`config.mk`:
```
export PLATFORM = sky130hd
export DESIGN_NAME = mbscore_mem_stage
export DESIGN_NICKNAME = d
export VERILOG_FILES = /design/src/rtl/mbscore_mem_stage.sv
export SDC_FILE = /design/constraint.sdc
export NUM_CORES = 1
export LEC_CHECK = 0
export ABC_AREA = 1
export CORE_ASPECT_RATIO = 0.7
export CORE_MARGIN = 2
export CORE_UTILIZATION = 44
export DETAILED_ROUTE_END_ITERATION = 12
export PLACE_DENSITY = 0.81
export SLEW_MARGIN = 25
export SYNTH_ARGS = -nofsm -noshare
export SYNTH_HDL_FRONTEND = slang
export SYNTH_SLANG_ARGS = --single-unit
```
`constraint.sdc`:
```
create_clock -name clk -period 1.8 [get_ports clk]
set_input_delay 0.36 -clock clk [delete_from_list [all_inputs] [get_ports clk]]
set_output_delay 0.36 -clock clk [all_outputs]
set_load 0.03 [all_outputs]
```
`src/rtl/mbscore_mem_stage.sv`:
```
// Memory-access stage: forwards ALU results to write-back and performs data-memory
// loads/stores over a req/ack bus, stalling EX while an access is outstanding.
module mbscore_mem_stage #(
  parameter int DATA_WIDTH = 32,
  parameter int TIMEOUT    = 15
) (
  input  logic                  clk,
  input  logic                  rst_n,
  input  logic                  ex_valid,
  output logic                  ex_ready,
  input  logic [1:0]            ex_wb_sel,
  input  logic [DATA_WIDTH-1:0] ex_alu_out,
  input  logic [DATA_WIDTH-1:0] ex_mem_addr,
  input  logic                  flush,
  output logic                  dmem_req,
  output logic                  dmem_we,
  output logic [DATA_WIDTH-1:0] dmem_addr,
  output logic [DATA_WIDTH-1:0] dmem_wdata,
  input  logic                  dmem_ack,
  input  logic [DATA_WIDTH-1:0] dmem_rdata,
  output logic                  wb_valid,
  output logic [1:0]            wb_sel,
  output logic [DATA_WIDTH-1:0] wb_alu_out,
  output logic [DATA_WIDTH-1:0] wb_mem_data,
  output logic                  mem_err
);

  localparam logic [0:0] ST_IDLE = 1'b0;
  localparam logic [0:0] ST_BUSY = 1'b1;
  localparam int         CW      = $clog2(TIMEOUT) + 1;
  localparam logic [CW-1:0] CNT_LAST = CW'(TIMEOUT - 1);

  logic [0:0]            state;
  logic [CW-1:0]         cnt;
  logic                  killed;
  logic [1:0]            cap_sel;
  logic [DATA_WIDTH-1:0] cap_alu;
  logic                  accept;

  assign ex_ready = (state == ST_IDLE);
  assign accept   = ex_valid & ex_ready & ~flush;

  always_ff @(posedge clk or negedge rst_n) begin
    if (!rst_n) begin
      state       <= ST_IDLE;
      cnt         <= '0;
      killed      <= 1'b0;
      cap_sel     <= '0;
      cap_alu     <= '0;
      dmem_req    <= 1'b0;
      dmem_we     <= 1'b0;
      dmem_addr   <= '0;
      dmem_wdata  <= '0;
      wb_valid    <= 1'b0;
      wb_sel      <= '0;
      wb_alu_out  <= '0;
      wb_mem_data <= '0;
      mem_err     <= 1'b0;
    end else begin
      wb_valid <= 1'b0;
      mem_err  <= 1'b0;
      if (state == ST_IDLE) begin
        if (accept) begin
          if (!ex_wb_sel[1]) begin
            wb_valid    <= 1'b1;
            wb_sel      <= ex_wb_sel;
            wb_alu_out  <= ex_alu_out;
            wb_mem_data <= '0;
          end else begin
            state      <= ST_BUSY;
            dmem_req   <= 1'b1;
            dmem_we    <= (ex_wb_sel == 2'd2);
            dmem_addr  <= ex_mem_addr;
            dmem_wdata <= ex_alu_out;
            cap_sel    <= ex_wb_sel;
            cap_alu    <= ex_alu_out;
            cnt        <= '0;
            killed     <= 1'b0;
          end
        end
      end else begin
        // A flush arriving on the completing cycle still kills the write-back.
        if (dmem_ack) begin
          state       <= ST_IDLE;
          dmem_req    <= 1'b0;
          wb_valid    <= ~(killed | flush);
          wb_sel      <= cap_sel;
          wb_alu_out  <= cap_alu;
          wb_mem_data <= (cap_sel == 2'd3) ? dmem_rdata : '0;
        end else if (cnt == CNT_LAST) begin
          state       <= ST_IDLE;
          dmem_req    <= 1'b0;
          mem_err     <= 1'b1;
          wb_valid    <= ~(killed | flush);
          wb_sel      <= '0;
          wb_alu_out  <= cap_alu;
          wb_mem_data <= '0;
        end else begin
          if (cnt != '1) cnt <= cnt + 1'b1;
          killed <= killed | flush;
        end
      end
    end
  end

endmodule

```
==> impl_results.md <==
* Status: finished clean
* Skew final at 0.00803 ns
* Worst r2r path cells at 8
* Minimum clock period at 1.66 ns
* CTS Buf Count at 17
* Worst-margin pin slew at 0.413 ns
* Post-synth top area share at 0.590
* Gate count after technology mapping at 719
* Post-Syn Nets at 825
* Vias at 5507
* Synth Register Bits at 143
* Synth Area per Inst at 8.44 um2
* Final instance area at 9240 um2
* WS Path Type: reg2reg
* Area contributors post-synth: dfrtp_1 59%, nand2_1 18%, o21ai_0 5.7%
* Synth-to-Final Area Change at 52.3%
* Area leader, netlist: dfrtp_1
* DR WL/cell at 15.0 um
* Post-CTS setup-driven buffer insertion count at 0
* Count of input and output buffers at 237
* Post-synthesis async set-or-reset flop share at 1.00
* Layout cell share with drive strength beyond 1 at 0.0650
* Clock Sinks at 143
* Synth warn at 0
* Max_cap viols at 0
* Yosys cell types at 24
* # DRC at 0
* Filler cells at 1106
* PnR worst setup slack at 0.139 ns
* Power per Cell Area at 1200 nW/um2
* Worst Path Arrival at 1.97 ns
* R2R Setup Slk at 0.14 ns
* Largest net degree at the start of global routing at 43
* RR Endpoint: wb_mem_data[29]
* Post-Syn Area at 6070 um2
* Synth top cells by count: 294 x nand2_1, 143 x dfrtp_1, 77 x inv_1
* H-tree levels at 4
* Post-DP Area at 8740 um2
* Final Slew Violations at 0
* Detailed Routing Iterations Pass 1 at 5
* Critical Path Sink Type: flip-flop
* GRT overflow at 0
* Fmax at 602 MHz
* Top-count cell post-synth: nand2_1
* Final wirelength at 17300 um
* Initial antenna violation count at 0
* Sw Ratio at 0.351
* Initial core utilization at 0.456
* DRT iter0 DRCs at 286
* Ports at 238
* Reg2Reg Launch Point: cnt[0]
* Unrepaired setup endpoints after global routing: false
* Antenna Cells at 0
* Later-pin clock latency in the skew report at 0.41 ns
* P_leak at 5.00 nW
* Clock power share at 0.323
* FP Rows at 35
* Post-synthesis sequential area ratio at 0.590
* Footprint of the multi-input gates at 2000 um2
* Endpoints failing setup at 0
* Hold Crit Class: in2async
* Final hold violation count at 0
* DP Wirelength at 12200 um
* Critical path startpoint category: flip-flop
* Post-synth EDFFs at 0
* First-pass GRT wire length at 28100 um
* Clock Path Buffers at 2
* CP max FO at 23
* Max transition margin at 0.725
* CTS tree: built
* Vias per cell at 4.77
* Die area at 14800 um2
* Register area at 3580 um2
* Vias in the first global route at 5600
* Max VDD drop at 0.792 mV
* Final ANT Viol Nets at 0
* WP data required at 2.11 ns
* Reg clk slew, reported paths at 0.06 ns
* Core area at 13300 um2
* Part of the power in combinational logic at 0.298
* Die H at 102 um
* Root Buffer: clkbuf_16
* Die Wd at 144 um
* NetSw at 0.00388 W
* Cell-internal power at 0.00718 W
* Top FF cell, synth: dfrtp_1
* Final period utilization at 0.923
* Total track usage at 0.245
* Flop pwr share at 0.379
* Place WS at -0.0247 ns
* Routability cong. at 0.802
* NumNets Final at 1063
## final cells by class
| class | instances | area share |
|---|---|---|
| flip-flops and latches | 143 | 0.387 |
| repair buffers | 257 | 0.274 |
| multi-input cells | 459 | 0.216 |
| clock buffers | 18 | 0.0475 |
| inverters | 79 | 0.0324 |
| well taps | 185 | 0.0251 |
| clock inverters | 13 | 0.0176 |
## placed cells by master, fill, tap and decap left out, types with 13 or more instances in the layout
master,instances
clkbuf_16,17
clkdlybuf4s50_1,101
dfrtp_1,142
dlygate4sd2_1,121
dlymetal6s2s_1,13
inv_1,77
nand2_1,294
nand3_1,36
nor2_1,16
o21ai_0,69
o21ai_1,28
## state kept, by name, summed over array words and instances (netlist names)
name,cells
dmem_req,1
killed,1
dmem_addr,32
wb_sel,2
dmem_wdata,32
wb_alu_out,32
state,1
wb_valid,1
dmem_we,1
mem_err,1
cap_sel,2
wb_mem_data,32
cnt,5
## kinds of logic (layout without fill, tap and decap cells)
kind of cell               Yosys count  after routing  synth area share
and+or+nand+nor                    354            354             0.233
DFF                                143            143             0.590
buffers and inverters              117            367            0.0842
AOI/OAI and AO/OA                  102            102            0.0870
adders and majority gates            3              3           0.00619
## metal layers
metal / global-route usage / up-vias / share of wire
met5: 0 / - / 0
li1: - / 2694 / -
met4: 0.0635 / 0 / 0.0099
met2: 0.409 / 220 / 0.48
met1: 0.309 / 2584 / 0.41
met3: 0.0862 / 9 / 0.10
## worst max-delay path by stage
stage	start	to	slack, ns	cells after the start
2_1_floorplan	cnt[0]	cnt[4]	0.38	10
3_3_place_gp	ex_valid	dmem_wdata[0]	0.02	8
3_5_place_dp	ex_valid	dmem_wdata[11]	-0.02	8
4_1_cts	wb_alu_out[0]	wb_alu_out[0]	0.0003	1
5_1_grt	cnt[0]	cnt[4]	0.003	9
6_report	cnt[0]	wb_mem_data[29]	0.14	8
## stage by stage
step	TNS [ns]	utilization	power, W	std cells	hold slack [ns]
3_3_place_gp	0	0.656	0.00788	1122	0.309
5_1_grt	0	0.694	0.0116	1154	0.477
4_1_cts	0	0.691	0.0112	1154	0.448
6_report	0	0.694	0.0111	1154	0.450
3_5_place_dp	-0.124	0.656	0.00795	1122	0.309
2_1_floorplan	0	-	0.00611	719	0.0644
## worst max-delay path, stage by stage (launching register included)
cell and delay [ns]:
dfrtp_1 0.42, inv_1 0.07, ha_1 0.23, nand2_2 0.10
nor2_4 0.04, nand2_1 0.17, nand3_4 0.15, buf_12 0.19
o21ai_0 0.19
## power groups by stage
stage	combinational, W	clock (W)	sequential, W
floorplan	0.000720	0	0.00539
global placement	0.00364	0	0.00424
detailed placement	0.00370	0	0.00425
CTS	0.00334	0.00363	0.00419
global route	0.00356	0.00378	0.00427
finish	0.00330	0.00358	0.00419
## repair_timing
action | in CTS | in global routing
hold buffers | 1 | 0
endpoints found under the setup margin | 121 | 14
resized for setup | 121 | 14
endpoints found under the hold margin | 39 | 0
Power figures use the tool's default switching activity.
==> variant, RTL diff (same flow settings) <==
The parameter `DATA_WIDTH` goes from 32 to 28.
--- a/src/rtl/mbscore_mem_stage.sv
+++ b/src/rtl/mbscore_mem_stage.sv
@@ -1,7 +1,7 @@
 // Memory-access stage: forwards ALU results to write-back and performs data-memory
 // loads/stores over a req/ack bus, stalling EX while an access is outstanding.
 module mbscore_mem_stage #(
-  parameter int DATA_WIDTH = 32,
+  parameter int DATA_WIDTH = 28,
   parameter int TIMEOUT    = 15
 ) (
   input  logic                  clk,
Interface: changed (7 resized); port bits go from 238 to 210. No check against the original RTL was run, so the function may have changed too.
==> variant against the unedited design <==
  * Final area is 11% lower
  * Synthesized area down 11%
  * Core utilization is 0.36 points higher
  * Non-clock buffer count is 29 lower
  * Clock power increased by 6.7%
  * Setup slack got worse by 0.088 ns
  * Fmax fell by 5.0%
  * Critical endpoint is now wb_valid
  * Total power down 6.5%
  * Largest power group is now the clock network
  * Via count is 9.5% lower
  * Worst hold slack lost 0.17 ns
  * Clock skew rose by 0.0012 ns
  * Sequential cell count shrank 16
  * Wire length shrank 10%
==> variant: results (changes against the unedited design) <==
critical_path:
  r2r_end: "cnt[4]"  # was wb_mem_data[29]
  slowest_stage: "clkdlybuf4s50_1"  # was dfrtp_1
  rr_worst_depth: 10  # was 8
  required_ns: 1.44  # was 2.11 ns
  crit_end: "wb_valid"  # was wb_mem_data[29]
  worst_path_largest_cell_delay_ns: 0.66  # was 0.42 ns
  crit_fanout: 1  # was 23
  cpLargestDelayFamily: "buffers and inverters"  # was simple AND/OR/NAND/NOR gates
  rrSetupSlack_ns: 0.07  # was 0.14 ns
  crit_path_start: "wb_valid"  # was cnt[0]
route:
  vias: 4983  # was 5507
  routed_wl_um: 15570  # was 17320 um
  dr.pass1.iters: 4  # was 5
  drt_iter0_markers: 405  # was 286
layout:
  multi_input_area_um2: 1861  # was 1998 um2
  final_nets: 951  # was 1063
  drive_gt1_share_pct: 7.126  # was 6.502%
  fillers: 930  # was 1106
synthesis:
  synth_compound_area_share_pct: 5.911  # was 8.705%
  synth.top_cells.by_count: "318 x nand2_1, 127 x dfrtp_1, 59 x o21ai_0, 41 x inv_1, 35 x nand3_1"  # was 294 x nand2_1, 143 x dfrtp_1, 77 x inv_1, 69 x o21ai_0, 36 x nand3_1
  synth_fp_nets: 737  # was 825
  synth_area_leaders: "dfrtp_1 59%, nand2_1 22%, o21ai_0 5.5%"  # was dfrtp_1 59%, nand2_1 18%, o21ai_0 5.7%
  avgSynthCellArea_um2: 8.361  # was 8.436 um2
  seq_area_frac_synth_pct: 59.11  # was 58.99%
  synth_fa_ha_area_share_pct: 0.6982  # was 0.6188%
  synth_cell_types: 21  # was 24
  yosysWarnings: 0  # unchanged
sta:
  fin_worst_skew_ns: 0.009195  # was 0.008030 ns
  relSlewSlack_pct: 70.65  # was 72.49%
global_routing:
  grt_pass1_wl_um: 24690  # was 28060 um
  grt.total_usage_pct: 24.52  # was 24.54%
  grt_start_max_net_pins: 69  # was 43
status:
  status: "completed"  # unchanged
place:
  io_buffers: 209  # was 237
  dp_cells: 993  # was 1122
  dp_hpwl_um: 10790  # was 12150 um
cts:
  clock_path_buffers: 2  # unchanged
==> variant: what timing repair did <==
item,CTS,global route
hold buffers,1,0
endpoints found under the hold margin,73,0
buffers inserted,0,1
gates resized for setup,116,5
setup endpoints to repair,116,26
pin swaps,0,1
==> variant: kinds of logic (layout without fill, tap and decap cells) <==
| logic type | Yosys count | in the layout |
|---|---|---|
| compound gates | 62 | 62 |
| fa+ha+maj | 3 | 3 |
| buf+inv | 77 | 304 |
| flops | 127 | 127 |
| simple gates | 374 | 374 |
==> variant: report_power, final <==
part | total [mW] | switching [mW] | internal, mW | leakage (nW)
Combinational | 2.80 | 1.85 | 0.954 | 2.57
Sequential | 3.72 | 0.352 | 3.37 | 1.62
Clock | 3.82 | 1.28 | 2.54 | 0.323
Total | 10.3 | 3.48 | 6.86 | 4.52
==> variant: final cells by class <==
class,instances,area share [%]
flip-flops and latches,127,38.59
repair buffers,228,26.38
multi-input cells,439,22.58
clock buffers,19,5.497
clock inverters,13,2.566
well taps,157,2.384
inverters,44,2.005
==> variant: how the worst min path moves through the flow <==
stage	to	slack, ns	cells past startpoint
detailed placement	wb_alu_out[16]	0.17	1
global placement	wb_alu_out[16]	0.17	1
CTS	wb_alu_out[16]	0.27	2
floorplan	cap_sel[0]	0.06	0
finish	wb_alu_out[16]	0.28	2
global route	wb_alu_out[16]	0.30	2
==> variant: per-stage QoR <==
stage	total power, mW	setup slack (ns)	TNS [ns]
2_1_floorplan	5.351	0.3113	0
3_3_place_gp	6.843	0.09189	0
3_5_place_dp	6.921	0.06123	0
4_1_cts	10.42	0.003974	0
5_1_grt	10.81	-0.005374	-0.005374
6_report	10.34	0.05054	0
==> variant: metal layers <==
layer  GRT usage, %  part of all wire [%]  up-vias
met1          30.54                    43     2362
met5              0                     0        -
met3          7.355                   7.2       26
met4          9.896                   1.8        0
met2          40.49                    48      182
li1               -                     -     2413
